### config.mk
export PLATFORM = sky130hd
export DESIGN_NAME = waveform_spike_gen
export DESIGN_NICKNAME = d
export VERILOG_FILES = /design/src/rtl/spike_gen_pkg.sv /design/src/rtl/sat_counter.sv /design/src/rtl/waveform_spike_gen.sv
export SDC_FILE = /design/constraint.sdc
export NUM_CORES = 1
export LEC_CHECK = 0
export ABC_AREA = 1
export BUFFER_PORTS_ARGS = -buffer_cell sky130_fd_sc_hd__buf_2
export CAP_MARGIN = 20
export CORE_UTILIZATION = 45
export DETAILED_ROUTE_END_ITERATION = 8
export PLACE_DENSITY = 0.73
export SYNTH_ARGS = -nofsm -noshare
export SYNTH_HDL_FRONTEND = slang
export SYNTH_SLANG_ARGS = --single-unit
export TNS_END_PERCENT = 50
### constraint.sdc
create_clock -name clk -period 2.73 [get_ports clk]
set_input_delay 0.273 -clock clk [delete_from_list [all_inputs] [get_ports clk]]
set_output_delay 0.273 -clock clk [all_outputs]
set_load 0.005 [all_outputs]
### src/rtl/spike_gen_pkg.sv
// Shared definitions for the waveform spike generator.
//   state_t        : generator FSM states (IDLE, RUN, REFRACT)
//   DEF_*          : default parameter values used by the generator and counter
//   refr_cnt_w()   : width of the refractory down-counter for a given length
package spike_gen_pkg;

  typedef enum logic [1:0] {
    ST_IDLE    = 2'd0,
    ST_RUN     = 2'd1,
    ST_REFRACT = 2'd2
  } state_t;

  localparam int DEF_ACC_W      = 32;
  localparam int DEF_REF_CYCLES = 16;
  localparam int DEF_CNT_W      = 16;

  // The counter holds REF_CYCLES-1 at most; keep at least one bit so a
  // zero-length refractory setting still elaborates.
  function automatic int refr_cnt_w(input int n);
    return (n > 1) ? $clog2(n) : 1;
  endfunction

endpackage

### src/rtl/sat_counter.sv
// Saturating up-counter with synchronous clear.
//   clk, reset_n : clock and asynchronous active-low reset
//   clear        : synchronous clear, wins over a simultaneous increment
//   inc          : add one (holds at all-ones once saturated)
//   count        : current count, CNT_W bits
module sat_counter #(
  parameter int CNT_W = spike_gen_pkg::DEF_CNT_W
) (
  input  logic             clk,
  input  logic             reset_n,
  input  logic             clear,
  input  logic             inc,
  output logic [CNT_W-1:0] count
);

  function automatic logic [CNT_W-1:0] sat_inc(input logic [CNT_W-1:0] v);
    return (&v) ? v : v + CNT_W'(1);
  endfunction

  always_ff @(posedge clk or negedge reset_n) begin
    if (!reset_n) begin
      count <= '0;
    end else if (clear) begin
      count <= '0;
    end else if (inc) begin
      count <= sat_inc(count);
    end
  end

endmodule

### src/rtl/waveform_spike_gen.sv
// Phase-accumulator spike generator driven by a waveform rate sample.
// Each RUN cycle adds the latched rate to the accumulator; a carry-out is a
// fire event that produces a one-cycle registered spike and, when
// REF_CYCLES > 0, a refractory period with the accumulator frozen.
//   clk, reset_n  : clock and asynchronous active-low reset
//   enable        : run when high; low forces IDLE and clears the accumulator
//   sample_valid  : strobe that latches sample_data as the new rate
//   sample_data   : unsigned rate increment, ACC_W bits
//   count_clear   : synchronous clear of spike_count (ignored without counter)
//   spike         : one-cycle spike pulse
//   refractory    : registered decode of the REFRACT state
//   spike_count   : saturating spike total, only with WAVEFORM_SPIKE_COUNT_EN
// Build option: define WAVEFORM_SPIKE_COUNT_EN to include the spike counter.
module waveform_spike_gen
  import spike_gen_pkg::*;
#(
  parameter int ACC_W      = DEF_ACC_W,
  parameter int REF_CYCLES = DEF_REF_CYCLES,
  parameter int CNT_W      = DEF_CNT_W
) (
  input  logic             clk,
  input  logic             reset_n,
  input  logic             enable,
  input  logic             sample_valid,
  input  logic [ACC_W-1:0] sample_data,
  input  logic             count_clear,
  output logic             spike,
  output logic             refractory
`ifdef WAVEFORM_SPIKE_COUNT_EN
  ,
  output logic [CNT_W-1:0] spike_count
`endif
);

  localparam int RC_W = refr_cnt_w(REF_CYCLES);
  localparam logic [RC_W-1:0] REF_LOAD =
    (REF_CYCLES > 0) ? RC_W'(REF_CYCLES - 1) : '0;

  state_t            state_q, state_d;
  logic [ACC_W-1:0]  acc_q, acc_d;
  logic [ACC_W-1:0]  rate_q;
  logic [RC_W-1:0]   cnt_q, cnt_d;
  logic [ACC_W:0]    sum;
  logic              fire;

  // Next-state / accumulate stage
  always_comb begin
    sum     = {1'b0, acc_q} + {1'b0, rate_q};
    state_d = state_q;
    acc_d   = acc_q;
    cnt_d   = cnt_q;
    fire    = 1'b0;
    if (!enable) begin
      state_d = ST_IDLE;
      acc_d   = '0;
      cnt_d   = '0;
    end else begin
      case (state_q)
        ST_IDLE: begin
          state_d = ST_RUN;
        end
        ST_RUN: begin
          // Keep the wrapped residue so the average spike rate tracks rate_q.
          acc_d = sum[ACC_W-1:0];
          fire  = sum[ACC_W];
          if (fire && (REF_CYCLES > 0)) begin
            state_d = ST_REFRACT;
            cnt_d   = REF_LOAD;
          end
        end
        ST_REFRACT: begin
          if (cnt_q == '0) begin
            state_d = ST_RUN;
          end else begin
            cnt_d = cnt_q - RC_W'(1);
          end
        end
        default: begin
          state_d = ST_IDLE;
        end
      endcase
    end
  end

  // Register stage
  always_ff @(posedge clk or negedge reset_n) begin
    if (!reset_n) begin
      state_q    <= ST_IDLE;
      acc_q      <= '0;
      rate_q     <= '0;
      cnt_q      <= '0;
      spike      <= 1'b0;
      refractory <= 1'b0;
    end else begin
      state_q    <= state_d;
      acc_q      <= acc_d;
      cnt_q      <= cnt_d;
      spike      <= fire;
      refractory <= enable && (state_q == ST_REFRACT);
      if (sample_valid) begin
        rate_q <= sample_data;
      end
    end
  end

`ifdef WAVEFORM_SPIKE_COUNT_EN
  sat_counter #(
    .CNT_W(CNT_W)
  ) u_sat_counter (
    .clk    (clk),
    .reset_n(reset_n),
    .clear  (count_clear),
    .inc    (spike),
    .count  (spike_count)
  );
`else
  logic unused_count_clear;
  assign unused_count_clear = count_clear;
`endif

endmodule

== Yosys cells after proc, flatten, opt, wreduce, memory -nomap -nowiden ==
Cells that the tools add are included.

* Logic and storage cells: 32
* Output and inout bits: 2
* Memories: 0
* Register bits: 72
* Bits in latches: 0
* Bits in read-only memories: 0
* Bits in writable memories: 0

* Equality and inequality tests: 7
* Multiply operators: 0
* Shift operators: 0
* Add/sub/neg operators: 2
* Bitwise gates (word level): 0
* Div/mod/pow operators: 0
* Reduce and logical (&&, ||, !) cells: 5
* Magnitude comparators: 0
* Multiplexer cells: 12

{| class="wikitable"
|+ Operator list
! kind !! number
|-
| $mux W32 || 2
|-
| $add A32 B32 Y33 || 1
|-
| $mux W4 || 3
|-
| $ne A3 B3 Y1 const B || 3
|-
| $pmux W4 S2 || 1
|-
| $mux W2 || 3
|-
| $pmux W2 S3 || 1
|-
| $logic_not A4 Y1 || 1
|-
| $sub A4 B1 Y4 const B || 1
|-
| $ne A3 B1 Y1 const B || 1
|-
| $reduce_and A3 Y1 || 1
|-
| $eq A2 B1 Y1 const B || 1
|-
| $eq A2 B2 Y1 const B || 1
|-
| $logic_not A2 Y1 || 1
|-
| $mux W1 || 2
|-
| $ne A2 B1 Y1 const B || 1
|-
| $reduce_and A2 Y1 || 1
|-
| $logic_and A1 B1 Y1 || 1
|}

== Logic depth before layout (Yosys ltp) ==
* Depth in word-level cells: 4
* Gate-level depth with buffers: 14
* Depth with buffers taken out: 14

== Worst setup path before layout ==
OpenSTA, ideal clock, no wires.

* Path type: reg2reg
* Start: reg acc_q[0]
* End: reg state_q[1]
* Buffers on the path: 0
* Cell stages (with the launch flop): 12
* Slack: 0.809 ns
* Arrival: 1.796 ns
* Cell sequence: dfrtp_1 > ha_1 > fa_1 > nand3_2 > nand3_2 > nand2_1 > nand2_2 > nand2_1 > nand2_2 > nand2_4 > a21oi_4 > or2_1

* Word-level cells in the longest chain between the ends: 3

{| class="wikitable"
|+ RTL lines
! item !! line !! text
|-
| start: declaration || waveform_spike_gen.sv:40 || <nowiki>logic [ACC_W-1:0] acc_q, acc_d;</nowiki>
|-
| start signal: assignment || waveform_spike_gen.sv:89 || <nowiki>acc_q <= '0;</nowiki>
|-
| start signal: assignment || waveform_spike_gen.sv:96 || <nowiki>acc_q <= acc_d;</nowiki>
|-
| $add A32 B32 Y33 || waveform_spike_gen.sv:48 || <nowiki>sum = {1'b0, acc_q} + {1'b0, rate_q};</nowiki>
|-
| $ne A3 B3 Y1 (no source line) || - ||
|-
| $reduce_and A2 Y1 (no source line) || - ||
|-
| end signal: assignment || waveform_spike_gen.sv:95 || <nowiki>state_q <= state_d;</nowiki>
|-
| end: declaration || waveform_spike_gen.sv:39 || <nowiki>state_t state_q, state_d;</nowiki>
|}

No other way between the ends.
A chain may end at the register's enable or synchronous reset.

== Final worst setup path ==
* Start: reg acc_q[0]
* End: reg acc_q[22]

* Word-level cells in the longest chain between the ends: 3

{| class="wikitable"
|+ RTL lines
! item !! line !! text
|-
| $add A32 B32 Y33 || waveform_spike_gen.sv:48 ||
|-
| $mux W32 || waveform_spike_gen.sv:58 || <nowiki>case (state_q)</nowiki>
|-
| $mux W32 || waveform_spike_gen.sv:53 || <nowiki>if (!enable) begin</nowiki>
|}

No other way between the ends. The select of a mux whose other input is x is not followed.

==> results.sh <==
export IMPL_drt_iter0_drc=186
export IMPL_synth_ff_type="dfrtp_1"
export IMPL_grt_pass1_wl_mm=19.0
export IMPL_r2r_start="acc_q[0]"
export IMPL_area_delta_synth_final_pct=12.4
export IMPL_ys_types=36
export IMPL_cts_sinks=72
export IMPL_hold_viol_final=0
export IMPL_fillCellCount=1156
export IMPL_skew_ns=0.00613
export IMPL_via_per_inst=4.79
export IMPL_drc_errors=0
export IMPL_grt_max_degree=73
export IMPL_synth_most_common_cell="nand2_1"
export IMPL_coreArea_sq_mm=0.0114
export IMPL_cts_max_level=3
export IMPL_ir_drop_mv=0.579
export IMPL_detail_route_wirelength_mm=11.1
export IMPL_drv_slew=0
export IMPL_critPathLaunchType="flop"
export IMPL_synth_edf_count=0
export IMPL_fin_crit_ns=2.13
export IMPL_drive_gt1_share_pct=13.1
export IMPL_synth_async_reset_ratio_pct=100
export IMPL_portBuffers=37
export IMPL_synth_seq_cells=72
export IMPL_cts_clk_slew_worst_paths_ns=0.06
export IMPL_grt_pass1_vias=4235
export IMPL_maxCapViolCount=0
export IMPL_antenna_found_initial=0
export IMPL_worstSkewPairLatency_ns=0.34
export IMPL_tns_ns=0
export IMPL_post_route_period_util_pct=78.0
export IMPL_grtUsageMet1_pct=27.2
export IMPL_rr_endpoint="acc_q[22]"
export IMPL_rsz0062_at_grt="no"
export IMPL_finalPower_mw=5.69
export IMPL_fmax_mhz=470
export IMPL_diodes=0
export IMPL_die_area_sq_mm=0.0121
export IMPL_post_cts_resized=0
export IMPL_postCtsHoldBufs=0
export IMPL_num_vias=4489
export IMPL_overflow=0
export IMPL_cts_tree="done"
export IMPL_wl_per_cell_um=11.9
export IMPL_use_met3_pct=4.27
export IMPL_yosys_area_top_type="dfrtp_1"
export IMPL_synth_cell_area_sq_mm=0.00523
export IMPL_met2_usage_pct=33.9
export IMPL_r2r_slack_ns=0.60
export IMPL_cts_inserted_buffers=9
export IMPL_io_pins=39
export IMPL_synth_seq_area_share_pct=34.4
export IMPL_grtUsageTotal_pct=20.8
export IMPL_syn_inst=751
export IMPL_floorplan_initialDensity_pct=46.0
export IMPL_cp_data_arrival_time_ns=2.36
export IMPL_rows=39
export IMPL_hold_class="in2async"
export IMPL_dp_hpwl_mm=8.50
export IMPL_nets=861
export IMPL_crit_path_max_fanout=4
export IMPL_finalSetupViolations=0
export IMPL_power_density_mw_per_mm2=967
export IMPL_synthTopCellsByArea="dfrtp_1 (34%), nand2_1 (21%), inv_1 (9.3%)"
export IMPL_busiest_layer="met2"
export IMPL_dieWidth_um=110
export IMPL_root_buffer="clkbuf_16"
export IMPL_status="completed"
export IMPL_place_congestion=0.908
export IMPL_critical_path_required_ns=2.96
export IMPL_worst_pin_slew_ns=0.885
export IMPL_drtPass1Iterations=4
export IMPL_r2r_cells=12
export IMPL_ant_nets=0
export IMPL_ys_top_cells_by_count="nand2_1 (294), inv_1 (130), dfrtp_1 (72)"
export IMPL_max_slew_margin_rel_pct=41.0
export IMPL_dieHeight_um=110
export IMPL_ys_warn_count=0
export IMPL_synth_net_count=822
export IMPL_crit_path_end_kind="flop"
export IMPL_clockBufferDepth=2
export IMPL_post_cts_buffers=0
export IMPL_yosys_area_top_type_share_pct=34.4
export IMPL_p_leak_nw=3.37
export IMPL_criticalPathCategory="reg2reg"
export IMPL_avgSynthCellArea_sq_um=6.97
layout by cell type (no fill, tap or decap), drive strengths merged, types with 3 or more instances in the layout:
master,n
nand3,41
clkinvlp,3
mux2,32
o21ai,19
nand2,302
xnor2,12
inv,131
dfrtp,72
clkbuf,10
buf,39
or2,4
a21oi,25
ha,33
nor2,54
where the power goes:
part | internal [mW] | leakage [nW] | total [mW] | switching [mW]
Sequential | 1.37 | 0.905 | 1.55 | 0.180
Combinational | 1.03 | 2.31 | 2.85 | 1.82
Clock | 0.827 | 0.151 | 1.29 | 0.462
Total | 3.22 | 3.37 | 5.69 | 2.47
stage by stage:
stage          hold slack (ns)  util (%)  instance area, sq um  worst slack [ns]  instances
2_1_floorplan          -0.0226         -                  5230             0.809        751
3_3_place_gp             0.463      48.8                  5550             0.623        922
3_5_place_dp             0.462      48.8                  5550             0.618        922
4_1_cts                 0.0958      51.7                  5880             0.602        938
5_1_grt                  0.149      51.7                  5880             0.435        938
6_report                0.0569      51.7                  5880             0.600        938
registers in the layout, summed over array words and instances (netlist names):
name / flops
rate_q: 32
acc_q: 32
spike: 1
state_q: 2
refractory: 1
cnt_q: 4
routing by layer:
metal  share of wire [%]  wire length, um  up-vias
met3                 3.8              427       12
li1                    -                -     2384
met1                  50             5580     2028
met2                  45             4990       65
met5                   0                0        -
met4                 1.2              137        0
final cells by class:
class / instances / area, sq um / share of cell area [%]
Clock buffer: 10 / 239 / 4.06
Sequential cell: 72 / 1800 / 30.6
Clock inverter: 6 / 91.3 / 1.55
Tap cell: 143 / 179 / 3.04
Multi-Input combinational cell: 538 / 2880 / 49.0
Inverter: 130 / 488 / 8.30
Timing Repair Buffer: 39 / 203 / 3.45
worst max path at each step:
stage / startpoint / to / slack [ns] / cells past startpoint
after floorplan: acc_q[0] / state_q[1] / 0.81 / 11
after global routing: acc_q[0] / acc_q[20] / 0.44 / 11
after CTS: acc_q[0] / acc_q[22] / 0.60 / 12
after detailed placement: acc_q[0] / acc_q[22] / 0.62 / 12
final: acc_q[0] / acc_q[22] / 0.60 / 12
after global placement: acc_q[0] / acc_q[22] / 0.62 / 12
critical path, stage by stage (launching register included):
cell,delay (ns)
dfrtp_1,0.38
ha_1,0.25
fa_1,0.46
nand3_2,0.09
nand3_2,0.11
nand2_1,0.08
nand2_1,0.08
nand2_1,0.07
nand2_1,0.14
nand2_1,0.14
nand3_1,0.08
nand3_1,0.09
nand2_1,0.05
logic make-up after synthesis:
kind of cell,Yosys count,synth area share (%)
AOI/OAI and AO/OA,50,5.59
xor gates and xnor gates,12,2.01
and+or+nand+nor,410,32.3
adders and majority gates,34,8.27
DFF,72,34.4
buffers and inverters,141,10.5
muxes,32,6.88
Power figures use the tool's default switching activity.
